==> config.mk <==
export PLATFORM = sky130hd
export DESIGN_NAME = load_store_unit
export DESIGN_NICKNAME = d
export VERILOG_FILES = /design/src/rtl/load_store_unit.sv
export SDC_FILE = /design/constraint.sdc
export NUM_CORES = 1
export LEC_CHECK = 0
export ABC_AREA = 1
export ABC_CLOCK_PERIOD_IN_PS = 1730
export CAP_MARGIN = 20
export CORE_ASPECT_RATIO = 0.75
export CORE_MARGIN = 8
export CORE_UTILIZATION = 38
export DETAILED_ROUTE_END_ITERATION = 8
export PLACE_DENSITY_LB_ADDON = 0.3
export SYNTH_ARGS = -nofsm -noshare
export SYNTH_HDL_FRONTEND = slang
export SYNTH_SLANG_ARGS = --single-unit
==> constraint.sdc <==
create_clock -name clk -period 1.73 [get_ports clk]
set_input_delay 0.519 -clock clk [delete_from_list [all_inputs] [get_ports clk]]
set_output_delay 0.519 -clock clk [all_outputs]
set_load 0.005 [all_outputs]
==> src/rtl/load_store_unit.sv <==
// load_store_unit
//   MEM-stage load/store unit in front of a byte-addressed, big-endian,
//   16-bit-word data memory. It accepts one request at a time. Halfword
//   loads and stores pass straight through. Byte loads select a lane and
//   sign- or zero-extend it. Byte stores are done as read-modify-write on
//   the aligned word. Misaligned halfword accesses are answered with an
//   error and never reach memory.
//
// Ports
//   clk, rst (async, active-low)
//   req_valid/req_ready : request handshake
//   req_we, req_size, req_signed, req_addr, req_wdata : request fields
//   resp_valid, resp_data, resp_err : one-cycle completion pulse
//   mem_rd_en, mem_wr_en, mem_addr, mem_wr_data : to data_memory
//   mem_read_data : from data_memory, valid the cycle after mem_rd_en
module load_store_unit #(
  parameter int BUS_WIDTH = 16
) (
  input  logic                 clk,
  input  logic                 rst,
  input  logic                 req_valid,
  output logic                 req_ready,
  input  logic                 req_we,
  input  logic                 req_size,
  input  logic                 req_signed,
  input  logic [BUS_WIDTH-1:0] req_addr,
  input  logic [BUS_WIDTH-1:0] req_wdata,
  output logic                 resp_valid,
  output logic [BUS_WIDTH-1:0] resp_data,
  output logic                 resp_err,
  output logic                 mem_rd_en,
  output logic                 mem_wr_en,
  output logic [BUS_WIDTH-1:0] mem_addr,
  output logic [BUS_WIDTH-1:0] mem_wr_data,
  input  logic [BUS_WIDTH-1:0] mem_read_data
);

  localparam int BW = BUS_WIDTH;

  typedef enum logic [2:0] {
    IDLE    = 3'd0,
    LOAD    = 3'd1,
    RMW_WR  = 3'd2,
    ST_DONE = 3'd3,
    ERR     = 3'd4
  } state_t;

  state_t        state, state_nxt;
  logic [BW-1:0] lat_addr;
  logic          lat_lane;
  logic          lat_size;
  logic          lat_signed;
  logic [7:0]    lat_byte;
  logic          hs;
  logic          misaligned;

  function automatic logic [BW-1:0] word_addr(input logic [BW-1:0] a);
    return {a[BW-1:1], 1'b0};
  endfunction

  // Big-endian: lane 0 (even byte address) is the upper byte of the word.
  function automatic logic [7:0] pick_lane(input logic [BW-1:0] w, input logic lane);
    return lane ? w[7:0] : w[BW-1 -: 8];
  endfunction

  function automatic logic [BW-1:0] extend_byte(input logic [7:0] b, input logic sgn);
    logic signed [7:0]    b_s;
    logic signed [BW-1:0] b_ext;
    b_s   = b;
    b_ext = b_s;
    return sgn ? b_ext : {{(BW-8){1'b0}}, b};
  endfunction

  function automatic logic [BW-1:0] merge_byte(input logic [BW-1:0] w, input logic lane,
                                               input logic [7:0] b);
    logic [BW-1:0] m;
    m = w;
    if (lane) m[7:0] = b;
    else      m[BW-1 -: 8] = b;
    return m;
  endfunction

  assign hs         = rst && (state == IDLE) && req_valid;
  assign misaligned = req_size && req_addr[0];

  // Request stage: latch the fields needed by the following states
  always_ff @(posedge clk or negedge rst) begin
    if (!rst) begin
      state      <= IDLE;
      lat_addr   <= '0;
      lat_lane   <= 1'b0;
      lat_size   <= 1'b0;
      lat_signed <= 1'b0;
      lat_byte   <= '0;
    end else begin
      state <= state_nxt;
      if (hs) begin
        lat_addr   <= word_addr(req_addr);
        lat_lane   <= req_addr[0];
        lat_size   <= req_size;
        lat_signed <= req_signed;
        lat_byte   <= req_wdata[7:0];
      end
    end
  end

  // Memory/response stage: outputs decoded from state and latched request
  always_comb begin
    state_nxt   = state;
    req_ready   = 1'b0;
    resp_valid  = 1'b0;
    resp_data   = '0;
    resp_err    = 1'b0;
    mem_rd_en   = 1'b0;
    mem_wr_en   = 1'b0;
    mem_addr    = '0;
    mem_wr_data = '0;
    case (state)
      IDLE: begin
        req_ready = rst;
        if (hs) begin
          if (misaligned) begin
            state_nxt = ERR;
          end else if (!req_we) begin
            mem_rd_en = 1'b1;
            mem_addr  = word_addr(req_addr);
            state_nxt = LOAD;
          end else if (req_size) begin
            mem_wr_en   = 1'b1;
            mem_addr    = word_addr(req_addr);
            mem_wr_data = req_wdata;
            state_nxt   = ST_DONE;
          end else begin
            mem_rd_en = 1'b1;
            mem_addr  = word_addr(req_addr);
            state_nxt = RMW_WR;
          end
        end
      end
      LOAD: begin
        resp_valid = 1'b1;
        resp_data  = lat_size ? mem_read_data
                              : extend_byte(pick_lane(mem_read_data, lat_lane), lat_signed);
        state_nxt  = IDLE;
      end
      RMW_WR: begin
        mem_wr_en   = 1'b1;
        mem_addr    = lat_addr;
        mem_wr_data = merge_byte(mem_read_data, lat_lane, lat_byte);
        state_nxt   = ST_DONE;
      end
      ST_DONE: begin
        resp_valid = 1'b1;
        state_nxt  = IDLE;
      end
      ERR: begin
        resp_valid = 1'b1;
        resp_err   = 1'b1;
        state_nxt  = IDLE;
      end
      default: state_nxt = IDLE;
    endcase
  end

endmodule
==> results of run 1 <==
## synthesized netlist by cell type, types with 3 or more instances
cell type                    n
sky130_fd_sc_hd__buf_2       6
sky130_fd_sc_hd__nor2_1     40
sky130_fd_sc_hd__nand3_2     5
sky130_fd_sc_hd__dfrtp_1    29
sky130_fd_sc_hd__nor3_1      7
sky130_fd_sc_hd__o21ai_2    33
sky130_fd_sc_hd__buf_4       3
sky130_fd_sc_hd__nand3_1    22
sky130_fd_sc_hd__clkinv_1    3
sky130_fd_sc_hd__clkbuf_1    5
sky130_fd_sc_hd__nand2_1   151
sky130_fd_sc_hd__nand4_1    16
sky130_fd_sc_hd__buf_6       6
sky130_fd_sc_hd__o21ai_0     4
sky130_fd_sc_hd__inv_1       8
## kinds of logic after synthesis
logic type,after synthesis,synth area share
buf+inv,35,0.09775
other cells,1,0.001567
compound gates,39,0.1359
simple gates,248,0.4616
flops,29,0.3032
## flip-flops by register name (all words and copies together), names as in the netlist
register,count
state,3
lat_addr,15
lat_byte,8
lat_signed,1
lat_lane,1
lat_size,1
## metrics by stage
step                      hold slack (ns)  instance area (sq um)  setup TNS, ns
after floorplan                    0.2234                   2397              0
after global placement             0.4630                   3821         -45.33
after detailed placement           0.4677                   3821         -46.86
after CTS                          0.4824                   4094         -16.05
after global routing               0.5037                   4297         -21.51
final                              0.4817                   4297         -18.55
## layer usage
metal  part of all wire  vias up  global-route usage
met5                  0        -                   0
met3              0.069       24             0.04897
met1               0.42     1492              0.2468
met2               0.49      127              0.3478
met4              0.020        0             0.04397
li1                   -     1496                   -
## how the worst min path moves through the flow
stage,start,end,cells after the start
finish,lat_addr[1],lat_addr[1],2
global route,lat_addr[3],lat_addr[3],2
CTS,lat_addr[15],lat_addr[15],2
detailed placement,lat_addr[15],lat_addr[15],2
global placement,lat_addr[7],lat_addr[7],2
floorplan,rst,lat_addr[10],0
## area by class of cell
class / instances / area (sq um)
multi-input combinational: 288 / 1608
tap: 81 / 101.3
inverter: 11 / 50.05
fill: 470 / 1897
timing repair buffer: 192 / 1723
clock buffer: 7 / 86.33
sequential: 29 / 728.2
## what timing repair did
| action | in CTS | in global routing |
|---|---|---|
| gates resized for setup | 269 | 32 |
| hold buffers | 0 | 0 |
| endpoints found under the setup margin | 52 | 52 |
| buffers inserted | 25 | 10 |
| cloned | 3 | 1 |
| pin swaps | 6 | 10 |
## power groups by stage
stage / logic, W / clock network (W) / registers (W)
after floorplan: 0.00168 / 0 / 0.00115
after global placement: 0.00312 / 0 / 0.00120
after detailed placement: 0.00319 / 0 / 0.00121
after CTS: 0.00365 / 0.000558 / 0.00119
after global routing: 0.00439 / 0.000590 / 0.00124
final: 0.00409 / 0.000561 / 0.00121
## worst max-delay path, cell delays in order, from the launching register on
cell and delay, ns:
sky130_fd_sc_hd__dfrtp_1 0.40, sky130_fd_sc_hd__inv_2 0.07, sky130_fd_sc_hd__buf_4 0.13, sky130_fd_sc_hd__buf_12 0.09, sky130_fd_sc_hd__nand4_4 0.12, sky130_fd_sc_hd__buf_12 0.18, sky130_fd_sc_hd__buf_6 0.13, sky130_fd_sc_hd__o21ai_2 0.11
sky130_fd_sc_hd__buf_2 0.12
==> results_tabular.tex, run 1 <==
\begin{tabular}{lr}
\hline
Metric & Value \\
\hline
\multicolumn{2}{l}{\textbf{Critical path}} \\
Crit path capture type & output pin \\
Worst endpoint data arrival time & around 1.7 ns \\
Peak fanout along the critical path & 6 \\
Critical path capture point & mem\_wr\_data[0] \\
Crit Path Class & reg2out \\
Critical path data required time & $\sim$1.2 ns \\
Kind of start point of the critical path & flip-flop \\
R2r worst-path depth & 10 \\
Launch point of the worst reg-to-reg path & state[1] \\
Worst flop-to-flop path endpoint & lat\_byte[0] \\
Worst setup path startpoint & state[1] \\
Minimum setup slack among reg-to-reg paths & around 0.080 ns \\
\multicolumn{2}{l}{\textbf{Floorplanning}} \\
Die area & approximately 9100 sq um \\
Total number of placement rows & 25 \\
Initial Utilization & 0.3865 \\
Number of top-level pins & 107 \\
Die Wd & between 100 and 150 um \\
Area of the core region & between 6000 and 7000 sq um \\
Chip Height & between 80 and 90 um \\
\multicolumn{2}{l}{\textbf{STA}} \\
Portion of the clock cycle consumed by the worst path in the final layout & 1.254 \\
Worst-case setup margin in the final layout & -0.4394 ns \\
Total count of hold-check failures in the final report & 0 \\
RSZ-0062 raised after global routing & true \\
Final setup violation count & 52 \\
Final min period & $\sim$2.2 ns \\
Final max-slew violation count & 0 \\
Max Fclk & roughly 0.46 GHz \\
Setup clock skew after layout & roughly 0.0016 ns \\
\multicolumn{2}{l}{\textbf{Layout}} \\
Area Growth Syn to Fin & 79.51\% \\
N\_diodes & 0 \\
Number of cells in the finished layout apart from fillers & 608 \\
Leading cell types in the layout, fill and taps excluded & 135 x sky130\_fd\_sc\_hd\_\_nand2\_1, 55 x sky130\_fd\_sc\_hd\_\_buf\_4, 49 x sky130\_fd\_sc\_hd\_\_buf\_2 \\
Leading cell type in the layout, fill and taps excluded & sky130\_fd\_sc\_hd\_\_nand2\_1 \\
Fraction of the core area covered by cells at the end of the flow & 0.6937 \\
Share of cells above drive strength 1 & 0.4421 \\
Number of nets at the end of the flow & between 500 and 600 \\
\multicolumn{2}{l}{\textbf{Synth}} \\
Count of mapped cells out of synthesis & approximately 350 \\
FF+latch count, synth & 29 \\
Share of synthesized area occupied by flip-flops and latches & 0.3032 \\
Most common flop cell mapped by yosys & sky130\_fd\_sc\_hd\_\_dfrtp\_1 \\
Cell accounting for the most synthesized area & sky130\_fd\_sc\_hd\_\_dfrtp\_1 \\
Largest cells by area after synthesis & sky130\_fd\_sc\_hd\_\_dfrtp\_1 30\%, sky130\_fd\_sc\_hd\_\_nand2\_1 24\%, sky130\_fd\_sc\_hd\_\_o21ai\_2 12\% \\
Share of Yosys cell area claimed by the top area cell type & 0.3032 \\
Synth Cell Area & approximately 2400 sq um \\
Count of unique library cells instantiated by Yosys & 29 \\
Async set-or-reset flop fraction in the synthesized netlist & 1.000 \\
Count of yosys warnings during synthesis & 0 \\
Syn nets & about 410 \\
Post-synth EDFFs & 0 \\
Per-instance average area after synthesis & between 6 and 7 sq um \\
\multicolumn{2}{l}{\textbf{Pwr}} \\
Combinational group share of total power & 0.698 \\
Cell area power density & 1364 nW/um\^{}2 \\
Leakage dissipation & 2.175 nW \\
Worst ir drop on vdd & approximately 0.51 mV \\
Relative contribution of sequential cells to total power & 0.206 \\
Clock network fraction of design power & 0.096 \\
Switching share of total power & 0.4288 \\
Final Total Pwr & just under 0.006 W \\
Total internal power & between 0.003 and 0.004 W \\
Psw & 0.002513 W \\
\multicolumn{2}{l}{\textbf{Clocking}} \\
Clock transition at the registers of the reported paths & around 0.060 ns \\
Buffer levels on the longest clock path & 2 \\
Sink count of the clock tree & 29 \\
Htree depth & 2 \\
Clock insertion delay at the later pin of the skew report & 0.28 ns \\
Clock buffers created by TritonCTS & 5 \\
Clock Tree Root & sky130\_fd\_sc\_hd\_\_clkbuf\_8 \\
TritonCTS clock tree & done \\
\multicolumn{2}{l}{\textbf{Routing}} \\
Initial drt markers & about 180 \\
Number of vias per cell & roughly 5.2 \\
TritonRoute pass-1 iters & 5 \\
Remaining antenna violation count & 0 \\
Detailed Route WL & 10050 um \\
DR vias & 3139 \\
Detailed-route wire length per cell & 16.52 um \\
Remaining routing DRC violations & 0 \\
\multicolumn{2}{l}{\textbf{Global route}} \\
Maximum number of pins on one net before global-route repair & 31 \\
Vias in the first global route & a little over 3000 \\
Global-route wire length before repair & roughly 15000 um \\
Total global-route track usage & 0.2023 \\
Gr ovfl total & 0 \\
Initial antenna violation count & 0 \\
\multicolumn{2}{l}{\textbf{Min path}} \\
Type of the worst min-delay path & reg2reg \\
\multicolumn{2}{l}{\textbf{Flow run}} \\
Max-cap violation count & 0 \\
\multicolumn{2}{l}{\textbf{Run status}} \\
Outcome & finished with violations \\
Failing checks & setup timing \\
\multicolumn{2}{l}{\textbf{Placement}} \\
Worst slack at placement & -0.9248 ns \\
Final weighted congestion in routability-driven placement & between 0.8 and 0.9 \\
HPWL after detailed placement & 6393 um \\
Total placed cells including tap cells & about 560 \\
I/O Buffers & around 110 \\
\hline
\end{tabular}
(Power assumes the default switching activity.)
==> inputs of run 2 (changes only) <==
- ABC_CLOCK_PERIOD_IN_PS: 1730 -> not set
==> results of run 2 <==
Final layout, timing and power as in run 1 (identical DEF).
